File: src/rtl/cache_flush_ctrl_pkg.sv
// Shared definitions for the per-bank flush sequencer: FSM states and line-index geometry.
package cache_flush_ctrl_pkg;

  typedef enum logic [2:0] {
    ST_INIT,
    ST_IDLE,
    ST_FLUSH,
    ST_DRAIN,
    ST_DONE
  } flush_state_t;

  // Lines held by one bank for one way.
  function automatic int calc_lines(input int cache_size, input int line_size,
                                    input int num_banks, input int num_ways);
    return cache_size / (line_size * num_banks * num_ways);
  endfunction

  // A single-line bank still carries a 1-bit index.
  function automatic int calc_sel_bits(input int lines);
    return (lines > 1) ? $clog2(lines) : 1;
  endfunction

endpackage

File: src/rtl/cache_flush_inflight.sv
// Up/down counter of flush ops accepted but not yet completed; saturates at zero.
// full reflects the registered count, empty reflects the count after this cycle's updates.
module cache_flush_inflight #(
  parameter int  MAX_INFLIGHT = 4,
  localparam int CW           = $clog2(MAX_INFLIGHT) + 1
) (
  input  logic clk,
  input  logic reset,
  input  logic inc,
  input  logic dec_a,
  input  logic dec_b,
  output logic full,
  output logic empty
);

  logic [CW-1:0] cnt;
  logic [CW-1:0] cnt_nxt;
  logic [CW+1:0] up;
  logic [CW+1:0] down;
  logic          underflow;

  assign up        = {2'b00, cnt} + (CW+2)'(inc);
  assign down      = (CW+2)'(dec_a) + (CW+2)'(dec_b);
  assign underflow = down > up;
  // Stray writeback acks left over from an aborted flush must not wrap the count.
  assign cnt_nxt   = underflow ? '0 : CW'(up - down);

  always_ff @(posedge clk or negedge reset) begin
    if (!reset) begin
      cnt <= '0;
    end else begin
      cnt <= cnt_nxt;
    end
  end

  assign full  = (cnt == CW'(MAX_INFLIGHT));
  assign empty = (cnt_nxt == '0);

  a_no_underflow: assert property (@(posedge clk) disable iff (!reset) !underflow);

endmodule

File: src/rtl/cache_flush_ctrl.sv
// Per-bank flush sequencer: invalidates every tag after reset, then walks all (line, way) pairs on request.
// Ops are throttled by the inflight limit; outputs decode registered state, so op_ready never reaches op_valid.
module cache_flush_ctrl
  import cache_flush_ctrl_pkg::*;
#(
  parameter int  CACHE_SIZE    = 1024,
  parameter int  LINE_SIZE     = 16,
  parameter int  NUM_BANKS     = 1,
  parameter int  NUM_WAYS      = 1,
  parameter int  MAX_INFLIGHT  = 4,
  localparam int LINES         = calc_lines(CACHE_SIZE, LINE_SIZE, NUM_BANKS, NUM_WAYS),
  localparam int LINE_SEL_BITS = calc_sel_bits(LINES)
) (
  input  logic                     clk,
  input  logic                     reset,
  input  logic                     flush_req_valid,
  output logic                     flush_req_ready,
  output logic                     flush_done_valid,
  input  logic                     flush_done_ready,
  output logic                     core_lock,
  output logic                     init,
  output logic                     op_valid,
  input  logic                     op_ready,
  output logic [LINE_SEL_BITS-1:0] line_addr,
  output logic                     flush_line,
  output logic [NUM_WAYS-1:0]      flush_way_sel,
  input  logic                     op_rsp_valid,
  input  logic                     op_rsp_dirty,
  input  logic                     wb_ack
);

  localparam logic [NUM_WAYS-1:0] WAY0 = NUM_WAYS'(1);

  flush_state_t             state, state_nxt;
  logic [LINE_SEL_BITS-1:0] line_cnt, line_nxt;
  logic [NUM_WAYS-1:0]      way_oh, way_nxt;
  logic                     accept;
  logic                     last_line;
  logic                     last_way;
  logic                     infl_full;
  logic                     infl_empty;

  cache_flush_inflight #(
    .MAX_INFLIGHT (MAX_INFLIGHT)
  ) u_inflight (
    .clk   (clk),
    .reset (reset),
    .inc   (accept),
    .dec_a (op_rsp_valid & ~op_rsp_dirty),
    .dec_b (wb_ack),
    .full  (infl_full),
    .empty (infl_empty)
  );

  always_ff @(posedge clk or negedge reset) begin
    if (!reset) begin
      state    <= ST_INIT;
      line_cnt <= '0;
      way_oh   <= WAY0;
    end else begin
      state    <= state_nxt;
      line_cnt <= line_nxt;
      way_oh   <= way_nxt;
    end
  end

  assign last_line = (line_cnt == LINE_SEL_BITS'(LINES - 1));
  // With a single way the one-hot is constant, so every accept moves to the next line.
  assign last_way  = way_oh[NUM_WAYS-1];
  assign accept    = op_valid & op_ready;

  always_comb begin
    state_nxt = state;
    line_nxt  = line_cnt;
    way_nxt   = way_oh;
    case (state)
      ST_INIT: begin
        line_nxt = line_cnt + LINE_SEL_BITS'(1);
        if (last_line) begin
          state_nxt = ST_IDLE;
          line_nxt  = '0;
        end
      end
      ST_IDLE: begin
        if (flush_req_valid) begin
          state_nxt = ST_FLUSH;
          line_nxt  = '0;
          way_nxt   = WAY0;
        end
      end
      ST_FLUSH: begin
        if (accept) begin
          if (last_way) begin
            way_nxt  = WAY0;
            line_nxt = line_cnt + LINE_SEL_BITS'(1);
            if (last_line) begin
              state_nxt = ST_DRAIN;
              line_nxt  = '0;
            end
          end else begin
            way_nxt = way_oh << 1;
          end
        end
      end
      ST_DRAIN: begin
        if (infl_empty) state_nxt = ST_DONE;
      end
      ST_DONE: begin
        if (flush_done_ready) state_nxt = ST_IDLE;
      end
      default: state_nxt = ST_INIT;
    endcase
  end

  // init is masked while reset is held so the bank sees no strobe until the walk actually starts.
  assign init             = (state == ST_INIT) & reset;
  assign flush_req_ready  = (state == ST_IDLE);
  assign flush_done_valid = (state == ST_DONE);
  assign core_lock        = (state == ST_INIT) | (state == ST_FLUSH) | (state == ST_DRAIN);
  assign op_valid         = (state == ST_FLUSH) & ~infl_full;
  assign flush_line       = op_valid;
  assign line_addr        = ((state == ST_INIT) | (state == ST_FLUSH)) ? line_cnt : '0;
  assign flush_way_sel    = (state == ST_FLUSH) ? way_oh : '0;

endmodule

File: config.mk
export PLATFORM = sky130hd
export DESIGN_NAME = cache_flush_ctrl
export DESIGN_NICKNAME = d
export VERILOG_FILES = /design/src/rtl/cache_flush_ctrl_pkg.sv /design/src/rtl/cache_flush_inflight.sv /design/src/rtl/cache_flush_ctrl.sv
export SDC_FILE = /design/constraint.sdc
export NUM_CORES = 1
export LEC_CHECK = 0
export CORE_MARGIN = 2
export CORE_UTILIZATION = 40
export CTS_CLUSTER_SIZE = 12
export DETAILED_ROUTE_END_ITERATION = 16
export DONT_BUFFER_PORTS = 1
export SETUP_SLACK_MARGIN = 0.05
export SLEW_MARGIN = 20
export SYNTH_ARGS = -nofsm -noshare
export SYNTH_HDL_FRONTEND = slang
export SYNTH_HIERARCHICAL = 1
export SYNTH_SLANG_ARGS = --single-unit
File: constraint.sdc
create_clock -name clk -period 5.4 [get_ports clk]
set_input_delay 1.62 -clock clk [delete_from_list [all_inputs] [get_ports clk]]
set_output_delay 1.62 -clock clk [all_outputs]
set_load 0.1 [all_outputs]
# --- After elaboration in Yosys (flattened, before gate mapping) ---
# Cells that the tools add are included.
word_totals:
  regBits: 13
  input_bits: 8
  out_inout_bits: 13
  elab_cells: 57
op_classes:
  addsub: 4
  magnitude_cmp: 1
  eq_ne: 13
  n_mux: 20
  n_bitwise: 8
  reduce_logical: 7
ops:
  columns: ["op", "count"]
  rows:
  - ["two-way mux 6 bit", 5]
  - ["two-way mux 3 bit", 8]
  - ["one-hot mux 6 bit (3 select lines)", 1]
  - ["one-hot mux 3 bit (5 select lines)", 1]
  - ["inequality test 2 bit (second input constant)", 5]
  - ["AND reduction 7 bit", 1]
  - ["adder 6 x 1 -> 6 bit (second input constant)", 1]
  - ["equality test 3 x 2 -> 1 bit (second input constant)", 2]
  - ["equality test 3 bit (second input constant)", 2]
  - ["equality test 6 bit (second input constant)", 1]
  - ["logical NOT 3 bit", 2]
  - ["adder 3 x 1 -> 4 bit", 1]
  - ["bitwise AND 1 bit", 4]
  - ["greater-than comparator 2 x 4 -> 1 bit", 1]
  - ["two-way mux 1 bit", 4]
  - ["inequality test 2 x 1 -> 1 bit (second input constant)", 2]
  - ["AND reduction 4 bit", 1]
  - ["equality test 3 x 1 -> 1 bit (second input constant)", 1]
  - ["AND reduction 3 bit", 1]
  - ["nonzero test 3 bit", 1]
  - ["subtractor 3 bit", 1]
  - ["adder 1 x 1 -> 2 bit", 1]
  - ["inverter 1 bit", 2]
  - ["bitwise OR 1 bit", 2]
  - ["2 further kinds", 2]

# --- Logic depth before layout (Yosys ltp) ---
# Gate-level depths: netlist of run 1.
logic_depth:
  word_depth: 10
  ltp_mapped: 13
  mapped_depth_nobuf: 12

# --- Hierarchy ---
# Netlist of run 1, hierarchy kept.
modules_own_cells:
  columns: ["mod", "instances", "cells_per_inst", "area_each_um2", "seq_area_each_um2"]
  rows:
  - ["cache_flush_ctrl", 1, 70, 636.9, 225.2]
  - ["cache_flush_inflight", 1, 28, 290.3, 75.1]

# --- Worst setup path after synthesis of run 1 ---
# OpenSTA, ideal clock, no wires.
synth_path:
  path_kind: "input port to output port"
  start: "input reset"
  end: "output init"
  arrival_time_ns: 4.667
  required_time_ns: 3.780
  slack_ns: -0.887
  cell_stages: 1
  path_buffers: 0
  cell_sequence: "nor4b_1"
synth_between:
  elab_chain_len: 1
synth_rtl:
  columns: ["element", "line_no", "rtl"]
  rows:
  - ["start, declared", "cache_flush_ctrl.sv:15", "input logic reset,"]
  - ["bitwise AND 1 bit", "cache_flush_ctrl.sv:116", "assign init = (state == ST_INIT) & reset;"]
  - ["end, declared", "cache_flush_ctrl.sv:21", "output logic init,"]
# No other way between the ends.

# --- Worst setup path in the final report of run 1 ---
layout_path:
  start: "register state[2]"
  end: "output flush_line"
layout_between:
  elab_chain_len: 2
layout_rtl:
  columns: ["element", "line_no", "rtl"]
  rows:
  - ["start, declared", "cache_flush_ctrl.sv:34", "flush_state_t state, state_nxt;"]
  - ["start signal, assigned", "cache_flush_ctrl.sv:61", "state <= state_nxt;"]
  - ["equality test 3 x 2 -> 1 bit", "cache_flush_ctrl.sv:120", "assign op_valid = (state == ST_FLUSH) & ~infl_full;"]
  - ["bitwise AND 1 bit", "cache_flush_ctrl.sv:120", null]
  - ["end, declared", "cache_flush_ctrl.sv:25", "output logic flush_line,"]
# No other way between the ends.

==> results.cfg, run 1 <==
[floorplanning]
num_rows = 17
pin_count = 21
die_y_um = 52.1
die_w_um = 52.1
start_util_pct = 41.9
die_area_um2 = 2720
placeableCoreArea_um2 = 2210

[placed_design]
post-dp-hpwl_mm = 1.41
place_congestion = 0.758
placed_area_um2 = 980
io_buffers = 0

[routing]
wirelength_mm = 1.78
vias = 716
dr.pass1.iters = 3
drt_iter0_drc = 5
avgRoutedWirePerCell_um = 13.8
antenna_left = 0
drc_errors = 0
vias_per_cell = 5.55

[worst_setup_path]
cp-start-kind = flip-flop
cp_cell_sequence = nor2_1 > nand2_1 > nor2_4 > buf_4
crit_family = simple AND/OR/NAND/NOR gates
rrSetupSlack_ps = 2340
crit_slowest_cell = nor2_4
crit_fanout = 8
r2r-start = state[2]$_DFFE_PN0P_
cp.arrival_ps = 2360
endpoint_kind = primary output
cpPeakStageDelay_ps = 550
worstRegToRegCells = 12
reg2reg_to = state[0]$_DFFE_PN0P_
path_buf_inv = 1
cp.required_ps = 3780
critPathKind = flip-flop to primary output

[global_routing]
grtUsageTotal_pct = 15.8
grt_pass1_wl_mm = 3.09
antenna_found_initial = 0
grt_pass1_vias = 742
grt_overflow = 0
grt_max_degree = 14

[clock_network]
hold_buffers = 0
post_cts_resized = 0
postCtsSetupBuffers = 0
tritoncts = yes
clk_path_buf_depth = 2
path_clk_slew_ps = 80
cts.sinks = 12
worstSkewPairLatency_ps = 280
root_buffer = clkbuf_4
cts_max_level = 1
cts_made_buffers = 3

[timing]
maxClockFrequency_mhz = 251
timing.final.crit_share_pct = 73.8
hold_viol = 0
fin_worst_skew_ps = 6.14
tightest_slew_ps = 1080
period_needed_ps = 3980
setup_violations = 0
final.setup.tns_ps = 0
slew_headroom_pct = 28.0
maxSlewViolCount = 0
rsz0062_at_grt = false

[cells_and_area]
nNetsFinal = 120
final_cell_mix = 12 x dfrtp_1, 11 x nand2_1, 8 x ha_1, 7 x inv_1, 7 x and2_1
final_layout_size_suffix_gt1_share_pct = 19.8
fin_area_um2 = 1000
area_delta_synth_final_pct = 8.10
antennaDiodeCount = 0
mostFrequentLayoutCell = dfrtp_1

[worst_hold_path]
hold_start = line_cnt[3]$_DFFE_PN0P_
hp-class = flip-flop to flip-flop
hold_depth = 1
hold_end = line_cnt[3]$_DFFE_PN0P_

[status]
outcome = complete, no violations

[synth]
ys_seq_area_share_pct = 32.4
syn_inst = 98
synth_nets = 115
synth_ff_type = dfrtp_1
ys_warn_count = 6
syn_area_per_cell_um2 = 9.46
syn_area_um2 = 927
synth-seq-cells = 12
ys_types = 38
synth_edf_count = 0
async_reset_ff_share_pct = 100

[flow_run]
drv_cap = 0
cells by family (layout without fill, tap and decap cells):
logic type,Yosys count,after routing,synth area share [%]
mux,1,1,1.21
flops,12,12,32.4
compound gates,21,21,18.8
buf+inv,10,13,6.07
simple gates,43,43,26.7
fa+ha+maj,9,9,13.0
xor+xnor,2,2,1.89
metrics by stage:
step	setup WS, ps	cells	util, %	hold slack [ps]
final	1420	129	45.3	552
after detailed placement	1680	126	44.3	539
after global placement	1680	126	44.3	525
after CTS	1400	129	45.3	554
after global routing	1300	129	45.3	588
after floorplan	480	98	-	478
worst max-delay path by stage:
stage                               startpoint          to  slack (ps)  cells after the start
after floorplan                          reset        init         480                      1
after detailed placement                 reset        init        1680                      2
after CTS                 state[2]$_DFFE_PN0P_  flush_line        1400                      4
after global routing      state[2]$_DFFE_PN0P_  flush_line        1300                      4
final                     state[2]$_DFFE_PN0P_  flush_line        1420                      4
after global placement                   reset        init        1680                      2
synthesized netlist by cell type, types with 2 or more instances:
cell	count	share of area (%)
and2_1	7	4.7
o21ai_0	4	2.2
nor2_2	2	1.3
inv_1	7	2.8
a22o_1	2	1.9
a21oi_1	3	1.6
ha_1	8	11
dfrtp_1	12	32
nor2b_1	3	2.0
nor2_1	8	3.2
buf_6	2	2.4
a2bb2oi_1	2	1.9
nand3_1	2	1.1
nor3b_2	2	2.7
nand2_1	11	4.5
routing by layer:
metal / vias up / global-route usage (%) / wire [µm]
li1: 343 / - / -
met1: 350 / 17.6 / 772
met2: 18 / 26.4 / 823
met3: 5 / 6.03 / 147
met4: 0 / 7.69 / 39
met5: - / 0 / 0
layout make-up:
class,instances,area (µm²)
flip-flops and latches,12,300
fillers,223,1210
clock buffers,3,22.5
multi-input cells,76,596
well taps,28,35.0
repair buffers,3,22.5
inverters,7,26.3
state kept, by name, summed over array words and instances (netlist names):
| name | flops |
|---|---|
| u_inflight/cnt | 3 |
| line_cnt | 6 |
| state | 3 |
Power of run 1 is left out: the tool's default activity adds up to more than one toggle a clock period on the data nets, which glitch-free logic cannot reach.
==> run 2: changes to the inputs <==
==> constraint.sdc (replaced) <==
create_clock -name clk -period 3.95 [get_ports clk]
set_input_delay 1.185 -clock clk [delete_from_list [all_inputs] [get_ports clk]]
set_output_delay 1.185 -clock clk [all_outputs]
set_load 0.1 [all_outputs]
==> run 2 against run 1 <==
  * Wire length decreased by 4.1%
  * Hold slack worse by 16 ps
  * Final area rose by 6.6%
  * Die area did not move
  * Flip-flop and latch count stayed put
  * Clock-buffer cell count rose by 1
  * Global-route usage fell by 1.1 points
  * Sequential share of layout area fell by 1.9 points
  * Core utilization up 3.0 points
  * Setup slack worse by 690 ps
  * Largest cell class unchanged
==> results.cfg, run 2 (synthesized netlist as in run 1, its figures left out) <==
[placed_design]
io_buffers = 0
pre_cts_ws_ps = 743
post-dp-hpwl_mm = 1.39
place_congestion = 0.762

[clock_network]
path_clk_slew_ps = 80
cts.sinks = 12
clk_path_buf_depth = 2
cts_made_buffers = 3
root_buffer = clkbuf_4
tritoncts = yes
postCtsSetupBuffers = 0
post_cts_resized = 0
worstSkewPairLatency_ps = 260
hold_buffers = 0
cts_max_level = 1

[timing]
maxClockFrequency_mhz = 310
hold_viol = 0
maxSlewViolCount = 0
final.setup.tns_ps = 0
timing.final.crit_share_pct = 81.7
fin_worst_skew_ps = 2.93
setup_violations = 0
period_needed_ps = 3230
rsz0062_at_grt = false
tightest_slew_ps = 841
setup_ws_ps = 721
slew_headroom_pct = 43.9

[routing]
dr.pass1.iters = 4
avgRoutedWirePerCell_um = 12.5
antenna_left = 0
vias = 714
vias_per_cell = 5.21
drc_errors = 0
wirelength_mm = 1.71
drt_iter0_drc = 13

[worst_setup_path]
crit_fanout = 8
path_buf_inv = 1
crit_slowest_cell = inv_1
cpPeakStageDelay_ps = 650
critPathKind = flip-flop to primary output
cp.required_ps = 2760
crit_family = buffers and inverters
endpoint_kind = primary output
cp_cell_sequence = nor2_1 > nand2_1 > inv_1
cp.arrival_ps = 2040
cp-start-kind = flip-flop

[cells_and_area]
final_layout_size_suffix_gt1_share_pct = 25.7
largest_register_ffs = 6
antennaDiodeCount = 0
fin_util_pct = 48.3
top_register = line_cnt
nNetsFinal = 127
mostFrequentLayoutCell = dfrtp_1
area_delta_synth_final_pct = 15.2
final_cell_mix = 12 x dfrtp_1, 11 x nand2_1, 10 x buf_4, 8 x ha_1
reg.largest.list = line_cnt (6), state (3), u_inflight/cnt (3)

[global_routing]
grtUsageTotal_pct = 14.8
grt_pass1_vias = 690
grt_overflow = 0
antenna_found_initial = 0
grt_max_degree = 14
grt_pass1_wl_mm = 2.97

[floorplanning]
die_w_um = 52.1
pin_count = 21
num_rows = 17
placeableCoreArea_um2 = 2210
die_y_um = 52.1
die_area_um2 = 2720
start_util_pct = 41.9

[flow_run]
drv_cap = 0

[status]
outcome = complete, no violations

[worst_hold_path]
hp-class = flip-flop to flip-flop
run 2: changes by cell type in the layout (fill, tap and decap cells not counted):
cell | before | now
clkbuf_8 | 0 | 1
buf_4 | 3 | 10
run 2: path summary, 6_finish.rpt:
path,startpoint,end,slack [ps],depth (start not counted)
worst max register to register,state[2]$_DFFE_PN0P_,state[1]$_DFFE_PN0P_,930,12
worst min register to register,line_cnt[2]$_DFFE_PN0P_,line_cnt[2]$_DFFE_PN0P_,540,1
worst max-delay path,state[2]$_DFFE_PN0P_,flush_way_sel,720,3
worst min-delay path,line_cnt[2]$_DFFE_PN0P_,line_cnt[2]$_DFFE_PN0P_,540,1
min in group asynchronous,reset,u_inflight/cnt[2]$_DFF_PN0_,610,0
max in group asynchronous,reset,state[0]$_DFFE_PN0P_,3270,0
run 2: final cells by class:
cell class                      instances  area, µm²
Tap cell                               28       35.0
Fill cell                             226       1140
Multi-Input combinational cell         76        596
Timing Repair Buffer                   10       75.1
Sequential cell                        12        300
Inverter                                7       26.3
Clock buffer                            4       36.3
run 2: layer usage:
| metal | GRT usage (%) | routed length [µm] |
|---|---|---|
| met5 | 0 | 0 |
| met4 | 2.56 | 13 |
| met3 | 5.17 | 100 |
| met2 | 23.6 | 803 |
| met1 | 19.5 | 792 |
run 2: through the flow:
stage          instances  hold slack (ps)  area [µm²]
2_1_floorplan         98              478         942
3_3_place_gp         133              515        1030
3_5_place_dp         133              532        1030
4_1_cts              137              548        1070
5_1_grt              137              579        1070
6_report             137              536        1070
run 2: worst reg2reg max path: stages (launching register included):
cell	delay, ps
dfrtp_1	500
nor2_1	420
nand2_1	210
nor2_1	150
ha_1	170
ha_1	240
ha_1	310
nor2b_1	130
a2bb2oi_1	320
a32o_2	190
nand2_1	50
a22oi_1	160
nor2_1	60
Power of run 2 is left out for the same reason.
